==> config.mk <==
export PLATFORM = sky130hd
export DESIGN_NAME = signal_capture_sipo
export DESIGN_NICKNAME = d
export VERILOG_FILES = /design/src/rtl/signal_maker_pkg.sv /design/src/rtl/signal_capture_shreg.sv /design/src/rtl/signal_capture_sipo.sv
export SDC_FILE = /design/constraint.sdc
export NUM_CORES = 1
export LEC_CHECK = 0
export CAP_MARGIN = 15
export CORE_UTILIZATION = 50
export CTS_CLUSTER_SIZE = 25
export DETAILED_ROUTE_END_ITERATION = 10
export PLACE_DENSITY_LB_ADDON = 0.15
export SYNTH_ARGS = -nofsm -noshare
export SYNTH_HDL_FRONTEND = slang
export SYNTH_SLANG_ARGS = --single-unit
==> constraint.sdc <==
create_clock -name clk -period 3.7 [get_ports clk]
set_clock_uncertainty 0.05 [all_clocks]
set_input_delay 0.925 -clock clk [delete_from_list [all_inputs] [get_ports clk]]
set_output_delay 0.925 -clock clk [all_outputs]
set_load 0.02 [all_outputs]
==> src/rtl/signal_maker_pkg.sv <==
// Shared definitions for the signal maker loop: default word width, reference
// pattern, capture FSM encoding and counter sizing helper.
package signal_maker_pkg;

    localparam int SM_W = 6;
    localparam logic [SM_W-1:0] SM_PATTERN = 6'b100111;

    // Counter must reach W (not just W-1) when the parity bit is pending.
    localparam int CNT_W = $clog2(SM_W + 1);

    typedef enum logic [1:0] {
        ST_IDLE  = 2'd0,
        ST_SHIFT = 2'd1,
        ST_PAR   = 2'd2
    } sm_state_e;

    function automatic int cnt_width(input int w);
        return $clog2(w + 1);
    endfunction

endpackage

==> src/rtl/signal_capture_shreg.sv <==
// Shift register and bit counter for the capture stage; bits enter at the LSB.
module signal_capture_shreg
    import signal_maker_pkg::*;
#(
    parameter int DEPTH = SM_W - 1,
    parameter int CW    = CNT_W
) (
    input  logic             clk,
    input  logic             rst,
    input  logic             shift_en_i,
    input  logic             clear_i,
    input  logic             bit_i,
    output logic [DEPTH-1:0] word_o,
    output logic [CW-1:0]    cnt_o
);

    logic [DEPTH-1:0] sr_q, sr_d;
    logic [CW-1:0]    cnt_q, cnt_d;

    // Clear has priority: a completing or abandoned word never leaves residue.
    always_comb begin
        sr_d  = sr_q;
        cnt_d = cnt_q;
        if (clear_i) begin
            sr_d  = '0;
            cnt_d = '0;
        end else if (shift_en_i) begin
            sr_d  = {sr_q[DEPTH-2:0], bit_i};
            cnt_d = cnt_q + CW'(1);
        end
    end

    always_ff @(posedge clk) begin
        if (rst) begin
            sr_q  <= '0;
            cnt_q <= '0;
        end else begin
            sr_q  <= sr_d;
            cnt_q <= cnt_d;
        end
    end

    assign word_o = sr_q;
    assign cnt_o  = cnt_q;

endmodule

==> src/rtl/signal_capture_sipo.sv <==
// Serial-to-parallel capture of the signal maker stream with pattern match and
// framing check. Define SIG_CAPTURE_PARITY_EN to add a trailing even-parity bit.
module signal_capture_sipo
    import signal_maker_pkg::*;
#(
    parameter int             W       = SM_W,
    parameter logic [W-1:0]   PATTERN = W'(SM_PATTERN)
) (
    input  logic          clk,
    input  logic          rst,
    input  logic          sin,
    input  logic          sin_valid,
    output logic [W-1:0]  dout,
    output logic          dout_valid,
    output logic          match,
    output logic          busy,
    output logic          frame_err,
    output logic          parity_err,
    output sm_state_e     dbg_state
);

    localparam int CW = cnt_width(W);
    localparam logic [CW-1:0] LAST_DATA = CW'(W - 1);

    // Without parity the final data bit is consumed live, so only W-1 bits are stored.
`ifdef SIG_CAPTURE_PARITY_EN
    localparam int DEPTH = W;
`else
    localparam int DEPTH = W - 1;
`endif

    sm_state_e        state_q;
    logic [W-1:0]     dout_q;
    logic             dout_valid_q;
    logic             match_q;
    logic             busy_q;
    logic             frame_err_q;

    logic [DEPTH-1:0] sr_word;
    logic [CW-1:0]    cnt;
    logic             last_data;
    logic             complete;
    logic             abort;
    logic             shift_en;
    logic             clear;
    logic [W-1:0]     word_done;
    logic             perr_done;

    always_comb begin
        last_data = (cnt == LAST_DATA);
`ifdef SIG_CAPTURE_PARITY_EN
        complete  = sin_valid && (state_q == ST_PAR);
        word_done = sr_word;
        perr_done = ^{sr_word, sin};
`else
        complete  = sin_valid && last_data;
        word_done = {sr_word, sin};
        perr_done = 1'b0;
`endif
        abort    = !sin_valid && (state_q != ST_IDLE);
        shift_en = sin_valid && !complete;
        clear    = complete || abort;
    end

    signal_capture_shreg #(
        .DEPTH (DEPTH),
        .CW    (CW)
    ) u_shreg (
        .clk        (clk),
        .rst        (rst),
        .shift_en_i (shift_en),
        .clear_i    (clear),
        .bit_i      (sin),
        .word_o     (sr_word),
        .cnt_o      (cnt)
    );

    // busy tracks the state being entered so it lines up with the registered counter.
    always_ff @(posedge clk) begin
        if (rst) begin
            state_q      <= ST_IDLE;
            dout_q       <= '0;
            dout_valid_q <= 1'b0;
            match_q      <= 1'b0;
            busy_q       <= 1'b0;
            frame_err_q  <= 1'b0;
        end else begin
            dout_valid_q <= complete;
            frame_err_q  <= abort;
            if (complete) begin
                dout_q  <= word_done;
                match_q <= (word_done == PATTERN) && !perr_done;
            end
            case (state_q)
                ST_IDLE: begin
                    state_q <= sin_valid ? ST_SHIFT : ST_IDLE;
                    busy_q  <= sin_valid;
                end
                ST_SHIFT: begin
                    if (!sin_valid) begin
                        state_q <= ST_IDLE;
                        busy_q  <= 1'b0;
                    end else if (last_data) begin
`ifdef SIG_CAPTURE_PARITY_EN
                        state_q <= ST_PAR;
                        busy_q  <= 1'b1;
`else
                        state_q <= ST_IDLE;
                        busy_q  <= 1'b0;
`endif
                    end else begin
                        state_q <= ST_SHIFT;
                        busy_q  <= 1'b1;
                    end
                end
                default: begin
                    state_q <= ST_IDLE;
                    busy_q  <= 1'b0;
                end
            endcase
        end
    end

`ifdef SIG_CAPTURE_PARITY_EN
    logic parity_err_q;

    always_ff @(posedge clk) begin
        if (rst) begin
            parity_err_q <= 1'b0;
        end else if (complete) begin
            parity_err_q <= perr_done;
        end
    end

    assign parity_err = parity_err_q;
`else
    assign parity_err = 1'b0;
`endif

    assign dout       = dout_q;
    assign dout_valid = dout_valid_q;
    assign match      = match_q;
    assign busy       = busy_q;
    assign frame_err  = frame_err_q;
    assign dbg_state  = state_q;

endmodule
==> flow_summary.ini, run 1 <==
[worst_setup_path]
critical-path-top-delay-family = buffers and inverters
cp_slowest_cell = clkdlybuf4s50_1
crit_path_end_kind = primary output
crit_path_start_kind = register
r2r-end = u_shreg.cnt_o[2]
reg2reg_depth = 5
r2r_slack_ns = 2.04
worst_path_largest_cell_delay_ns = 0.61
crit_cells = 1
path_buf_inv = 1
critPathKind = reg -> out
cp.arrival_ns = 1.27
worstPathRequired_ns = 2.72
r2r-start = u_shreg.cnt_o[1]
crit_chain = clkdlybuf4s50_1
cp_max_fo = 4

[synth]
synthTopCellsByCount = dfxtp_1, nand2_1, a21oi_1, nor2_1, mux2i_1
ys_ff_latch = 18
synthesis.area_um2 = 738
ys_types = 25
yosysMostFrequentCell = dfxtp_1
netlist_instances = 77
synth-edff-count = 0
synth.top_cell.area_share_pct = 48.8
synth-main-ff-cell = dfxtp_1
async_reset_ff_share_pct = 0
ys_warn_count = 0
synth-seq-area-share_pct = 48.8
synth_area_leaders = dfxtp_1, mux2i_1, nand2_1
yosys.area.top_type = dfxtp_1
postSynthAreaPerCell_um2 = 9.59

[detailed_routing]
wl_um = 1170
drtIter0Drc = 7
drc = 0
num_vias = 518
firstDrtPassIters = 3
drtAntennaViolNets = 0
viasPerCell = 4.98
drt-wirelength-per-cell_um = 11.2

[power_and_ir_drop]
combPwrFrac_pct = 9.5
power_frac_clock_pct = 28.1
powerDensity_nw_per_um2 = 368
switching_share_pct = 22.6
p_leak_nw = 0.334
p_int_mw = 0.250
ir_drop_uv = 286
p_sw_mw = 0.0730
power_frac_seq_pct = 62.4

[hold_path]
min_path_cells = 2
min_path_type = reg -> reg
hold_end = dout[2]
min_from = dout[2]

[grt]
grt_pass1_vias = 466
overflow = 0
antenna_found_initial = 0
grt_usage_pct = 18.8
grt_max_degree = 12
grt_pass1_wl_um = 1970

[clock_network]
cts_resized = 0
clockBufferDepth = 2
holdBufCountCts = 0
cts_made_buffers = 3
cts.sinks = 18
root_buffer = clkbuf_4
h-tree-depth = 1
worstSkewPairLatency_ns = 0.28
path_clk_slew_ns = 0.09
postCtsSetupBuffers = 0
cts_tree = done

[floorplanning]
std_cell_rows = 13
die-area_um2 = 1630
start_util_pct = 55.3
core_area_um2 = 1330
chipHeight_um = 40.4
ioPinCount = 17
die_x_um = 40.4

[timing]
setup_viol = 0
fmax_mhz = 446
rsz0062_at_grt = false
hold_viol = 0
final_max_slew_viol_count = 0
whs_ns = 0.409
layout_min_cycle_time_ns = 2.24
tns_ns = 0
fin_crit_sh_pct = 60.6

[layout]
syn_to_final_growth_pct = 18.8
final_layout_size_suffix_gt1_share_pct = 10.1
postLayoutCoreUtil_pct = 65.8
nets = 97
diodes = 0

[placement]
place_congestion = 0.730
place_hpwl_um = 853
io_buffers = 14

[job]
cap_violations = 0

[run_status]
status = finished clean
## area by class of cell
| cell class | count | area, µm² |
|---|---|---|
| Multi-Input combinational cell | 51 | 320 |
| Inverter | 2 | 7.51 |
| Timing Repair Buffer | 15 | 148 |
| Clock buffer | 3 | 22.5 |
| Fill cell | 110 | 457 |
| Sequential cell | 18 | 360 |
| Tap cell | 15 | 18.8 |
## placed cells by master, fill, tap and decap left out, drive strengths merged, types with 2 or more instances in the layout
master | synthesis | final
clkdlybuf4s50 | 0 | 14
conb | 1 | 2
ha | 2 | 2
a21oi | 8 | 8
inv | 2 | 2
clkbuf | 2 | 3
mux2i | 5 | 5
nor2 | 8 | 8
dfxtp | 18 | 18
nand2 | 13 | 13
## flip-flops by register name, summed over array words and instances, names as in the netlist
register and count:
busy 1, dout 6, dout_valid 1, frame_err 1
match 1, u_shreg.cnt_o 3, u_shreg.word_o 5
## worst max path at each step
stage,end,from,slack (ns)
6_report,busy,busy,1.46
5_1_grt,busy,busy,1.35
4_1_cts,dbg_state[0],busy,1.45
3_5_place_dp,u_shreg.cnt_o[2],sin_valid,1.22
3_3_place_gp,u_shreg.cnt_o[2],sin_valid,1.25
2_1_floorplan,u_shreg.cnt_o[2],sin_valid,1.74
## logic make-up (layout without fill, tap and decap cells)
logic type	count (synthesis)	count (layout)	share of synthesized area, %
muxes	5	5	6.78
buffers and inverters	9	20	8.30
adders and majority gates	2	2	3.39
other	1	2	0.508
xor gates and xnor gates	1	1	1.19
AOI/OAI and AO/OA	11	11	9.32
and+or+nand+nor	30	30	21.7
DFF	18	18	48.8
## metal layers
layer,part of all wire (%),global-route usage [%],routed length [µm]
met1,51,25.6,597
met2,41,25.4,484
met3,4.5,5.00,53
met4,2.9,12.5,34
met5,0,0,0
## power by group through the flow
stage | clock network, mW | registers [mW] | logic, mW
finish | 0.0909 | 0.202 | 0.0306
global route | 0.103 | 0.202 | 0.0354
CTS | 0.0922 | 0.202 | 0.0309
detailed placement | 0 | 0.206 | 0.0306
global placement | 0 | 0.206 | 0.0304
floorplan | 0 | 0.206 | 0.0240
## stage by stage
stage | total power [mW] | cell area [µm²] | setup WS [ns] | std cells
6_report | 0.323 | 877 | 1.46 | 104
5_1_grt | 0.341 | 877 | 1.35 | 104
4_1_cts | 0.325 | 877 | 1.45 | 104
3_5_place_dp | 0.237 | 855 | 1.22 | 101
3_3_place_gp | 0.236 | 855 | 1.25 | 101
2_1_floorplan | 0.231 | 742 | 1.74 | 78
Note: power is estimated with default switching activity, not from simulation.
==> run 2, diff against run 1 <==
CORE_UTILIZATION = 42   (was 50)
clock period = 1.9 ns   (was 3.7 ns; I/O delays follow)
==> run 2 against run 1 <==
Final area is 4.3% higher. Critical path depth unchanged. Register-to-register slack got worse by 1.7 ns. Routed wire length fell by 3.6%. Combinational power up 110%. Hold slack got worse by 0.0011 ns. Critical path type unchanged. Largest cell class unchanged.
==> flow_summary.ini, run 2 (synthesis gave the netlist of run 1 again) <==
[job]
cap_violations = 0

[detailed_routing]
drc = 0
drtIter0Drc = 10
firstDrtPassIters = 5
drtAntennaViolNets = 0
num_vias = 515
drt-wirelength-per-cell_um = 10.3
wl_um = 1130
viasPerCell = 4.72

[clock_network]
cts.sinks = 18
holdBufCountCts = 0
worstSkewPairLatency_ns = 0.29
root_buffer = clkbuf_4
h-tree-depth = 1
cts_made_buffers = 3
cts_tree = done
clockBufferDepth = 2
cts_resized = 0
path_clk_slew_ns = 0.10
postCtsSetupBuffers = 0

[layout]
final_common_cell = dfxtp_1
nets = 100
postLayoutCoreUtil_pct = 58.0
syn_to_final_growth_pct = 23.9
final_cell_mix = dfxtp_1, clkdlybuf4s50_1, nand2_1
final_layout_size_suffix_gt1_share_pct = 14.0
largest_register_ff_count = 6
diodes = 0

[worst_setup_path]
crit_path_start_kind = register
crit_end = dbg_state[0]
crit_cells = 1
startpoint = busy
critical-path-top-delay-family = buffers and inverters
critPathKind = reg -> out
worst_path_largest_cell_delay_ns = 0.62
r2r_slack_ns = 0.35
crit_path_end_kind = primary output
r2r-end = u_shreg.cnt_o[2]
reg2reg_depth = 5
cp.arrival_ns = 1.29
cp_max_fo = 4
crit_chain = clkdlybuf4s50_1
path_buf_inv = 1
worstPathRequired_ns = 1.37
r2r-start = u_shreg.cnt_o[1]
cp_slowest_cell = clkdlybuf4s50_1

[hold_path]
min_path_type = reg -> reg

[placement]
place_hpwl_um = 856
place_ws_ns = -0.0391
io_buffers = 14
place_congestion = 0.783

[timing]
fin_crit_sh_pct = 95.7
layout_min_cycle_time_ns = 1.82
final_max_slew_viol_count = 0
hold_viol = 0
setup_slack_ns = 0.0826
fmax_mhz = 550
setup_viol = 0
rsz0062_at_grt = false
whs_ns = 0.408

[floorplanning]
std_cell_rows = 14
die-area_um2 = 1930
start_util_pct = 46.8
ioPinCount = 17
chipHeight_um = 43.9
die_x_um = 43.9
core_area_um2 = 1580

[power_and_ir_drop]
powerDensity_nw_per_um2 = 750
p_leak_nw = 0.357
finalPower_mw = 0.686
ir_drop_uv = 430

[grt]
antenna_found_initial = 0
grt_pass1_wl_um = 2000
grt_pass1_vias = 483
overflow = 0
grt_usage_pct = 14.5
grt_max_degree = 11

[run_status]
status = finished clean
## run 2: cell types whose count changed in the layout (fill, tap and decap cells not counted)
cell,previous run,this run
buf_4,1,4
clkbuf_8,0,1
## run 2: worst min-delay path by stage
stage,endpoint,cells past startpoint,start,slack (ns)
after global routing,dout[5],2,dout[5],0.43
after CTS,dout[1],2,dout[1],0.41
after detailed placement,dout[1],2,dout[1],0.40
after floorplan,dout[5],2,u_shreg.word_o[4],0.39
after global placement,dout[5],2,dout[5],0.39
final,dout[1],2,dout[1],0.41
## run 2: layout make-up
class | count | area, µm²
inverter | 2 | 7.51
fill | 145 | 662
timing repair buffer | 18 | 170
tap | 16 | 20.0
sequential | 18 | 360
multi-input combinational | 51 | 320
clock buffer | 4 | 36.3
## run 2: routing by layer
metal  part of all wire, %  wire length (µm)  track usage, %  up-vias
li1                      -                 -               -      285
met1                    53               599            18.4      216
met2                    42               474            20.9       12
met3                   3.5                40            5.00        2
met4                   1.2                13            9.09        0
met5                     0                 0               0        -
## run 2: per-stage QoR
step,TNS [ns],cells,instance area (µm²)
2_1_floorplan,0,78,742
3_3_place_gp,-0.0114,105,878
3_5_place_dp,-0.0450,105,878
4_1_cts,0,109,915
5_1_grt,0,109,915
6_report,0,109,915
## run 2: where the power goes
group / switching (mW) / internal, mW
clock: 0.113 / 0.117
combinational: 0.0321 / 0.0308
sequential: 0.00738 / 0.385
==> run 3, diff against run 2 <==
--- a/config.mk
+++ b/config.mk
@@ -11,4 +11,5 @@
 export DETAILED_ROUTE_END_ITERATION = 10
 export PLACE_DENSITY_LB_ADDON = 0.15
+export SETUP_SLACK_MARGIN = 0.3
 export SYNTH_ARGS = -nofsm -noshare
 export SYNTH_HDL_FRONTEND = slang
==> constraint.sdc (replaced) <==
create_clock -name clk -period 1.9 [get_ports clk]
set_clock_uncertainty 0.05 [all_clocks]
set_input_delay 0.57 -clock clk [delete_from_list [all_inputs] [get_ports clk]]
set_output_delay 0.57 -clock clk [all_outputs]
set_load 0.02 [all_outputs]
==> run 3 against run 2 <==
Die area did not move. Register-to-register slack improved by 0.08 ns. Final area down 0.27%. Maximum frequency grew 17%. Clock power is essentially flat. Sequential power is essentially flat. Largest cell class unchanged. Setup slack improved by 0.27 ns. Flip-flop and latch count stayed put. First-iteration DRC count fell by 60%. Clock-buffer cell count unchanged.
==> flow_summary.ini, run 3 (synthesis gave the netlist of run 1 again) <==
[floorplanning]
chipHeight_um = 43.9
start_util_pct = 46.8
core_area_um2 = 1580
std_cell_rows = 14
ioPinCount = 17
die-area_um2 = 1930
die_x_um = 43.9

[clock_network]
cts_tree = done
h-tree-depth = 1
worstSkewPairLatency_ns = 0.29
path_clk_slew_ns = 0.10
holdBufCountCts = 0
cts.sinks = 18
root_buffer = clkbuf_4
clockBufferDepth = 2
cts_made_buffers = 3

[hold_path]
min_from = dout[3]
min_path_type = reg -> reg
min_path_cells = 2
hold_end = dout[3]

[layout]
final_cell_mix = dfxtp_1, nand2_1, nor2_1, a21oi_1, clkdlybuf4s15_1
syn_to_final_growth_pct = 23.6
largest_register_ff_count = 6
postLayoutCoreUtil_pct = 57.9
final_common_cell = dfxtp_1
diodes = 0
final_layout_size_suffix_gt1_share_pct = 21.5
nets = 100

[worst_setup_path]
worst_path_largest_cell_delay_ns = 0.35
worstPathRequired_ns = 1.28
reg2reg_depth = 5
r2r-start = u_shreg.cnt_o[1]
crit_path_end_kind = primary output
cp.arrival_ns = 0.93
critPathKind = reg -> out
path_buf_inv = 1
r2r-end = u_shreg.cnt_o[1]
critical-path-top-delay-family = flip-flops
crit_path_start_kind = register
startpoint = dout[4]
crit_chain = clkdlybuf4s15_1
r2r_slack_ns = 0.43
cp_slowest_cell = dfxtp_1
cp_max_fo = 2

[detailed_routing]
drtIter0Drc = 4
drt-wirelength-per-cell_um = 10.8
firstDrtPassIters = 5
wl_um = 1180
drc = 0
viasPerCell = 4.94
drtAntennaViolNets = 0
num_vias = 538

[placement]
place_congestion = 0.748
io_buffers = 14
place_hpwl_um = 911
place_ws_ns = -0.128

[grt]
grt_usage_pct = 14.2
grt_pass1_vias = 494
grt_max_degree = 11
overflow = 0
grt_pass1_wl_um = 2010
antenna_found_initial = 0

[power_and_ir_drop]
p_int_mw = 0.532
power_frac_seq_pct = 57.4
powerDensity_nw_per_um2 = 752
combPwrFrac_pct = 9.1
p_sw_mw = 0.154
ir_drop_uv = 333
switching_share_pct = 22.4
power_frac_clock_pct = 33.5
p_leak_nw = 0.374

[timing]
rsz0062_at_grt = false
hold_viol = 0
layout_min_cycle_time_ns = 1.55
final_max_slew_viol_count = 0
setup_slack_ns = 0.350
fin_crit_sh_pct = 81.6
fmax_mhz = 645
setup_viol = 0

[job]
cap_violations = 0

[run_status]
status = finished clean
## run 3: metal layers
metal	share of wire, %	routed length (µm)	vias to the layer above	track usage [%]
li1	-	-	283	-
met1	48	564	243	17.4
met2	47	556	10	23.6
met3	3.7	44	2	3.75
met4	0.85	10	0	5.45
met5	0	0	-	0
## run 3: worst max-delay path by stage
stage | slack, ns | end | cells after the start
floorplan | 0.30 | u_shreg.cnt_o[1] | 5
global placement | -0.09 | u_shreg.cnt_o[1] | 4
detailed placement | -0.13 | u_shreg.cnt_o[1] | 4
CTS | 0.25 | busy | 1
global route | 0.31 | dout[4] | 1
finish | 0.35 | dout[4] | 1
## run 3: what timing repair did
item / 4_1_cts / 5_1_grt
gates resized for setup: 14 / 11
hold endpoints to repair: 0 / 0
buffers inserted: 0 / 0
setup endpoints to repair: 21 / 9
## run 3: power groups by stage
stage	clock network [mW]	registers (mW)	logic [mW]
finish	0.230	0.394	0.0623
global route	0.252	0.395	0.0688
CTS	0.237	0.394	0.0639
detailed placement	0	0.402	0.0658
global placement	0	0.402	0.0645
floorplan	0	0.403	0.0479
## run 3: stage by stage
step                      total power [mW]  hold slack, ns  TNS, ns  std cells  instance area, µm²
after floorplan                      0.450           0.395        0         78                 751
after global placement               0.466           0.393   -0.361        105                 887
after detailed placement             0.468           0.397   -0.704        105                 887
after CTS                            0.694           0.408        0        109                 911
after global routing                 0.716           0.439        0        109                 912
final                                0.686           0.407        0        109                 912
## run 3: cell type report
type | instances | area, µm²
Fill cell | 155 | 664
Inverter | 2 | 7.51
Multi-Input combinational cell | 51 | 328
Clock buffer | 4 | 36.3
Timing Repair Buffer | 18 | 158
Tap cell | 16 | 20.0
Sequential cell | 18 | 363
